**config.mk**
```make
export PLATFORM = sky130hd
export DESIGN_NAME = clock_set_controller
export DESIGN_NICKNAME = d
export VERILOG_FILES = /design/src/rtl/clock_set_controller.sv
export SDC_FILE = /design/constraint.sdc
export NUM_CORES = 1
export LEC_CHECK = 0
export CORE_ASPECT_RATIO = 1.4
export CORE_MARGIN = 4
export CORE_UTILIZATION = 44
export DETAILED_ROUTE_END_ITERATION = 8
export GPL_ROUTABILITY_DRIVEN = 0
export PLACE_DENSITY = 0.73
export REMOVE_ABC_BUFFERS = 1
export SLEW_MARGIN = 20
export SYNTH_ARGS = -nofsm -noshare
export SYNTH_HDL_FRONTEND = slang
export SYNTH_SLANG_ARGS = --single-unit
```
**constraint.sdc**
```tcl
create_clock -name clk -period 2.26 [get_ports clk]
set_input_delay 0.452 -clock clk [delete_from_list [all_inputs] [get_ports clk]]
set_output_delay 0.452 -clock clk [all_outputs]
set_load 0.02 [all_outputs]
```
**src/rtl/clock_set_controller.sv**
```systemverilog
// 24-hour BCD clock with a 1 Hz prescaler, debounced mode/inc buttons and a
// RUN -> SET_HOUR -> SET_MIN setting sequence driving blink-based blanking.
module clock_set_controller #(
   parameter int CLK_HZ          = 50_000_000,
   parameter int DEBOUNCE_CYCLES = 1_000_000,
   parameter int BLINK_CYCLES    = 12_500_000
) (
   input  logic       clk,
   input  logic       rst,
   input  logic       btn_mode,
   input  logic       btn_inc,
   output logic [3:0] sec_units,
   output logic [3:0] sec_tens,
   output logic [3:0] min_units,
   output logic [3:0] min_tens,
   output logic [3:0] hour_units,
   output logic [3:0] hour_tens,
   output logic [1:0] mode,
   output logic       tick_1hz,
   output logic       blank_hour,
   output logic       blank_min
);
   localparam int PW = (CLK_HZ > 1) ? $clog2(CLK_HZ) : 1;
   localparam int DW = $clog2(DEBOUNCE_CYCLES + 1);
   localparam int BW = (BLINK_CYCLES > 1) ? $clog2(BLINK_CYCLES) : 1;
   localparam logic [PW-1:0] PRESC_MAX = PW'(CLK_HZ - 1);
   localparam logic [DW-1:0] DEB_MAX   = DW'(DEBOUNCE_CYCLES - 1);
   localparam logic [BW-1:0] BLINK_MAX = BW'(BLINK_CYCLES - 1);

   typedef enum logic [1:0] {
      RUN      = 2'b00,
      SET_HOUR = 2'b01,
      SET_MIN  = 2'b10
   } mode_e;

   // {carry, tens, units} for a 00..59 BCD pair
   function automatic logic [8:0] inc60(input logic [3:0] tens, input logic [3:0] units);
      logic [8:0] r;
      if (units != 4'd9)     r = {1'b0, tens, units + 4'd1};
      else if (tens != 4'd5) r = {1'b0, tens + 4'd1, 4'd0};
      else                   r = 9'h100;
      return r;
   endfunction

   function automatic logic [7:0] inc24(input logic [3:0] tens, input logic [3:0] units);
      logic [7:0] r;
      if (tens == 4'd2 && units == 4'd3) r = 8'h00;
      else if (units == 4'd9)            r = {tens + 4'd1, 4'd0};
      else                               r = {tens, units + 4'd1};
      return r;
   endfunction

   logic [1:0] btn_raw;
   logic [1:0] press;
   logic       mode_press;
   logic       inc_press;

   assign btn_raw = {btn_inc, btn_mode};

   // Press pulse fires one cycle after the accepted level rises
   genvar gi;
   generate
      for (gi = 0; gi < 2; gi++) begin : g_debounce
         logic [DW-1:0] cnt_q, cnt_d;
         logic          level_q, level_d;
         logic          level_dly_q, level_dly_d;
         logic          press_q, press_d;

         always_comb begin
            cnt_d       = '0;
            level_d     = level_q;
            level_dly_d = level_q;
            press_d     = level_q & ~level_dly_q;
            if (btn_raw[gi] != level_q) begin
               if (cnt_q == DEB_MAX) level_d = btn_raw[gi];
               else                  cnt_d   = cnt_q + DW'(1);
            end
         end

         always_ff @(posedge clk) begin
            if (rst) begin
               cnt_q       <= '0;
               level_q     <= 1'b0;
               level_dly_q <= 1'b0;
               press_q     <= 1'b0;
            end else begin
               cnt_q       <= cnt_d;
               level_q     <= level_d;
               level_dly_q <= level_dly_d;
               press_q     <= press_d;
            end
         end

         assign press[gi] = press_q;
      end
   endgenerate

   assign mode_press = press[0];
   assign inc_press  = press[1];

   mode_e mode_q, mode_d;

   always_ff @(posedge clk) begin
      if (rst) mode_q <= RUN;
      else     mode_q <= mode_d;
   end

   always_comb begin
      mode_d = mode_q;
      if (mode_press) begin
         case (mode_q)
            RUN:      mode_d = SET_HOUR;
            SET_HOUR: mode_d = SET_MIN;
            default:  mode_d = RUN;
         endcase
      end
   end

   logic [PW-1:0] presc_q, presc_d;
   logic [BW-1:0] blink_cnt_q, blink_cnt_d;
   logic          blink_phase_q, blink_phase_d;
   logic          tick_q, tick_d;
   logic          blank_hour_q, blank_hour_d;
   logic          blank_min_q, blank_min_d;
   logic [3:0]    su_q, st_q, mu_q, mt_q, hu_q, ht_q;
   logic [3:0]    su_d, st_d, mu_d, mt_d, hu_d, ht_d;
   logic [8:0]    sec_inc, min_inc;
   logic [7:0]    hour_inc;

   always_comb begin
      blank_hour_d = (mode_d == SET_HOUR) && blink_phase_d;
      blank_min_d  = (mode_d == SET_MIN) && blink_phase_d;
   end

   always_comb begin
      sec_inc       = inc60(st_q, su_q);
      min_inc       = inc60(mt_q, mu_q);
      hour_inc      = inc24(ht_q, hu_q);
      {su_d, st_d}  = {su_q, st_q};
      {mu_d, mt_d}  = {mu_q, mt_q};
      {hu_d, ht_d}  = {hu_q, ht_q};
      presc_d       = '0;
      tick_d        = 1'b0;
      blink_cnt_d   = blink_cnt_q + BW'(1);
      blink_phase_d = blink_phase_q;

      // Leaving RUN suppresses a tick that would otherwise land in a SET mode
      if (mode_q == RUN && !mode_press) begin
         if (presc_q == PRESC_MAX) tick_d  = 1'b1;
         else                      presc_d = presc_q + PW'(1);
      end

      if (tick_q) begin
         {st_d, su_d} = sec_inc[7:0];
         if (sec_inc[8]) begin
            {mt_d, mu_d} = min_inc[7:0];
            if (min_inc[8]) {ht_d, hu_d} = hour_inc;
         end
      end

      if (mode_press) begin
         if (mode_q == SET_MIN) {st_d, su_d} = 8'h00;
      end else if (inc_press) begin
         if (mode_q == SET_HOUR)     {ht_d, hu_d} = hour_inc;
         else if (mode_q == SET_MIN) {mt_d, mu_d} = min_inc[7:0];
      end

      if (mode_d != mode_q) begin
         blink_cnt_d   = '0;
         blink_phase_d = 1'b0;
      end else if (blink_cnt_q == BLINK_MAX) begin
         blink_cnt_d   = '0;
         blink_phase_d = ~blink_phase_q;
      end
   end

   always_ff @(posedge clk) begin
      if (rst) begin
         presc_q       <= '0;
         blink_cnt_q   <= '0;
         blink_phase_q <= 1'b0;
         tick_q        <= 1'b0;
         blank_hour_q  <= 1'b0;
         blank_min_q   <= 1'b0;
         {su_q, st_q}  <= 8'h00;
         {mu_q, mt_q}  <= 8'h00;
         {hu_q, ht_q}  <= 8'h00;
      end else begin
         presc_q       <= presc_d;
         blink_cnt_q   <= blink_cnt_d;
         blink_phase_q <= blink_phase_d;
         tick_q        <= tick_d;
         blank_hour_q  <= blank_hour_d;
         blank_min_q   <= blank_min_d;
         {su_q, st_q}  <= {su_d, st_d};
         {mu_q, mt_q}  <= {mu_d, mt_d};
         {hu_q, ht_q}  <= {hu_d, ht_d};
      end
   end

   assign sec_units  = su_q;
   assign sec_tens   = st_q;
   assign min_units  = mu_q;
   assign min_tens   = mt_q;
   assign hour_units = hu_q;
   assign hour_tens  = ht_q;
   assign mode       = mode_q;
   assign tick_1hz   = tick_q;
   assign blank_hour = blank_hour_q;
   assign blank_min  = blank_min_q;
endmodule

```
# Word level (Yosys, flattened, before mapping)
# Index checks and enable logic that the tools add are counted.
# classes
n_addsub	10
mul	0
div_mod_pow	0
n_lt_le_gt_ge	0
eq_ne	18
n_shift	0
muxes	41
n_bitwise	8
reduce_logical	13
# op_table
op	count
4-bit two-way mux	30
20-bit by 1-bit adder with 20-bit output, second input constant	2
20-bit equality test, second input constant	2
9-bit two-way mux	4
26-bit by 1-bit adder with 26-bit output, second input constant	1
26-bit equality test, second input constant	1
24-bit by 1-bit adder with 24-bit output, second input constant	1
4-bit by 1-bit adder with 4-bit output, second input constant	6
24-bit equality test, second input constant	1
8-bit two-way mux	2
3-bit OR reduction	4
4-bit by 2-bit equality test with 1-bit output, second input constant	2
4-bit by 3-bit != test with 1-bit output, second input constant	2
4-bit != test, second input constant	2
1-bit inverter	6
2-bit by 1-bit equality test with 1-bit output, second input constant	2
2-bit equality test, second input constant	2
4-bit equality test, second input constant	1
1-bit logical AND	4
2-bit one-hot mux with 2 select lines	1
2-bit AND reduction	2
1-bit two-way mux	3
1-bit AND	2
2-bit logical NOT	1
other kinds (5)	6
# word_totals
register_bits	126
latch_bits	0
ram_bits	0
mem_bits_ro	0
inputBits	4
out_inout_bits	29
mem_count	0

# Depth between registers and ports, before layout
# logic_depth
ltp_word	9
mapped_depth	7
depth_no_buf	6

# Worst setup path after synthesis
# OpenSTA, ideal clock, no wires.
# synth_path
path_kind	register to register
start	register presc_q[0]
end	register presc_q[20]
arrival_ps	1863
required_time_ps	2180
setup_slack_ps	316
stages_incl_launch_ff	7
path_buffers	1
period_less_slack_ps	1944
path_cell_list	dfxtp_1 > ha_1 > nand2_1 > or3_1 > clkbuf_2 > or4_1 > a211oi_2
# synth_via
elab_chain_cells	2
word_cells_on_any_way	3
cone_classes	add/sub: 1; eq/ne: 1; reduce/logical: 1
# synth_rtl
item	line_no	text
start: declaration	119	logic [PW-1:0] presc_q, presc_d;
start signal: assignment	189	presc_q <= presc_d;
branches (longest 2 deep; another with 26-bit by 1-bit adder with 26-bit output)	n/a	
# Parallel ways; which one is timed is not known.
# A chain may end at the register's enable or synchronous reset.

# Worst setup path in the final report
# layout_path
start	register g_debounce[1].cnt_q[12]
end	register g_debounce[1].cnt_q[4]
# layout_via
elab_chain_cells	2
# layout_rtl
item	line_no	text
start: declaration	64	logic [DW-1:0] cnt_q, cnt_d;
start signal: assignment	87	cnt_q <= cnt_d;
20-bit equality test	75	if (cnt_q == DEB_MAX) level_d = btn_raw[gi];
3-bit OR reduction (no source line)	n/a	
# Every way passes these cells.

==> impl_metrics.env <==
export IMPL_status="finished, final reports clean"
export IMPL_postCtsSetupBuffers=0
export IMPL_crit_required_ns=2.54
export IMPL_clock_sinks=126
export IMPL_slew_headroom_pct=49.2
export IMPL_drt_total_wl_um=13300
export IMPL_synth_compound_area_share_pct=13.2
export IMPL_drive_above_1_share_pct=8.61
export IMPL_grt_pass1_wl_um=23000
export IMPL_avgRoutedWirePerCell_um=14.2
export IMPL_p_leak_nw=2.27
export IMPL_fin_skew_ns=0.0110
export IMPL_die_h_um=147
export IMPL_hold_buffers=0
export IMPL_cts_tree="built"
export IMPL_synth_area_um2=6060
export IMPL_chipWidth_um=107
export IMPL_start_util_pct=45.0
export IMPL_diodes=0
export IMPL_postRouteAntennaNets=0
export IMPL_clk_pin_slew_worst_paths_ns=0.06
export IMPL_synth_warnings=0
export IMPL_nets=754
export IMPL_vias=5403
export IMPL_dp_slack_ns=0.190
export IMPL_first_pass_iters=5
export IMPL_antenna_found_initial=0
export IMPL_synthArstFlopShare_pct=0
export IMPL_final_util_pct=53.6
export IMPL_layout_cells_non_filler=937
export IMPL_setup_tns_ns=0
export IMPL_placed_cells=905
export IMPL_synth_area_per_cell_um2=8.63
export IMPL_final_hold_violation_count=0
export IMPL_core_area_um2=13500
export IMPL_most_common_layout_cells="dfxtp_1, nor2_1, nand3_1"
export IMPL_synthCells=702
export IMPL_grtUsageTotal_pct=17.4
export IMPL_ys_flop_type="dfxtp_1"
export IMPL_synthSimpleGateAreaFrac_pct=31.2
export IMPL_drt_iter0_markers=306
export IMPL_overflow=0
export IMPL_drv_cap=0
export IMPL_rsz0062_at_grt="false"
export IMPL_synth_xor_area_share_pct=7.52
export IMPL_finalCriticalPeriod_ns=2.07
export IMPL_layout_setup_ws_ns=0.195
export IMPL_worstSetupStartpointType="flop"
export IMPL_cts_root_buf="clkbuf_16"
export IMPL_clk_latency_ns=0.41
export IMPL_ys_seq_area_share_pct=41.6
export IMPL_cts_buffer_depth=2
export IMPL_post_route_period_util_pct=91.4
export IMPL_area_growth_pct=19.0
export IMPL_cts_resized_gates=0
export IMPL_drc=0
export IMPL_peakVddDrop_v=0.000526
export IMPL_synth_top_family_by_area="simple AND/OR/NAND/NOR gates"
export IMPL_grt_pass1_vias=5167
export IMPL_hpwl_um=9520
export IMPL_die_area_um2=15700
export IMPL_ys_seq_elements=126
export IMPL_tightest_slew_ns=0.758
export IMPL_ctsHtreeMaxLevel=4
export IMPL_grt_max_degree=37
export IMPL_hold_class="flop to flop"
export IMPL_synth_edf_count=0
export IMPL_critical_path_arrival_ns=2.34
export IMPL_synth_cell_types=62
export IMPL_p_per_area_nw_per_um2=709
export IMPL_drv_slew=0
export IMPL_synthAdderAreaFrac_pct=1.65
export IMPL_synthMuxAreaShare_pct=0.847
export IMPL_cp_max_fo=19
export IMPL_cts_buffers=17
export IMPL_via_per_inst=5.77
export IMPL_endpoint_kind="flop"
export IMPL_layout_commonest_cell="dfxtp_1"
export IMPL_setup_violations_final=0
export IMPL_row_count=50
export IMPL_port_buffers=32
export IMPL_max_freq_mhz=484
export IMPL_io_pins=33
export IMPL_crit_type="flop to flop"
-- worst max-delay path: stages, from the launching register on --
cell	delay, ns
dfxtp_1	0.34
or4b_1	0.51
or4_4	0.55
o21ai_4	0.42
nor2_1	0.10
-- worst paths after layout --
kind	from	end	slack (ns)	depth (start not counted)
setup reg to reg	g_debounce[1].cnt_q[12]	g_debounce[1].cnt_q[4]	0.19	4
hold reg to reg	g_debounce[1].level_dly_q	g_debounce[1].press_q	0.39	1
hold / removal	g_debounce[1].level_dly_q	g_debounce[1].press_q	0.39	1
setup / recovery	g_debounce[1].cnt_q[12]	g_debounce[1].cnt_q[4]	0.19	4
-- layout make-up --
| type | instances | area (µm²) |
|---|---|---|
| repair buffers | 49 | 460 |
| clock inverters | 13 | 150 |
| fillers | 1204 | 6240 |
| flip-flops and latches | 126 | 2520 |
| well taps | 182 | 228 |
| clock buffers | 19 | 453 |
| inverters | 26 | 97.6 |
| multi-input cells | 522 | 3300 |
-- synth_stat cells (all sizes together), types with 18 or more instances --
cell type | instances | area (µm²)
nand2 | 35 | 131
nor2 | 64 | 240
clkbuf | 20 | 76.3
nand3 | 46 | 240
dfxtp | 126 | 2520
or3 | 31 | 196
or4 | 24 | 184
xor2 | 26 | 228
inv | 26 | 97.6
xnor2 | 26 | 228
o31ai | 18 | 135
a21oi | 43 | 215
nor3 | 19 | 95.1
o21ai | 34 | 181
nand4 | 26 | 163
-- metal layers --
metal	up-vias	GRT usage [%]	part of all wire [%]
li1	2670	-	-
met1	2565	19.3	41
met2	140	30.4	51
met3	28	5.10	5.4
met4	0	7.81	2.3
met5	-	0	0
-- logic make-up (layout without fill, tap and decap cells) --
family                   Yosys count  in the layout
AND/OR/NAND/NOR                  330            330
adder cells (fa/ha/maj)            8              8
XOR/XNOR                          52             52
AO/OA/AOI/OAI                    127            127
flip-flops                       126            126
buffers and inverters             54            107
multiplexers                       5              5
-- sequential cells by signal, summed over array words and instances (netlist names), 2 cells and up --
signal / flops
g_debounce.level_dly_d: 2
min_units: 4
sec_tens: 4
hour_tens: 4
g_debounce.press_q: 2
g_debounce.cnt_q: 40
g_debounce.level_dly_q: 2
blink_cnt_q: 24
presc_q: 26
hour_units: 4
min_tens: 4
mode: 2
sec_units: 4
-- stage by stage --
step | area, µm² | hold slack [ns] | power [mW]
after floorplan | 5920 | 0.367 | 2.37
after global placement | 6610 | 0.371 | 2.42
after detailed placement | 6610 | 0.385 | 2.43
after CTS | 7210 | 0.393 | 5.17
after global routing | 7210 | 0.398 | 5.30
final | 7210 | 0.386 | 5.11
-- report_power, final --
part | internal, mW | total, mW | switching, mW
Sequential | 2.24 | 2.26 | 0.0198
Clock | 1.70 | 2.73 | 1.03
Combinational | 0.0492 | 0.121 | 0.0717
Power figures use the tool's default switching activity.
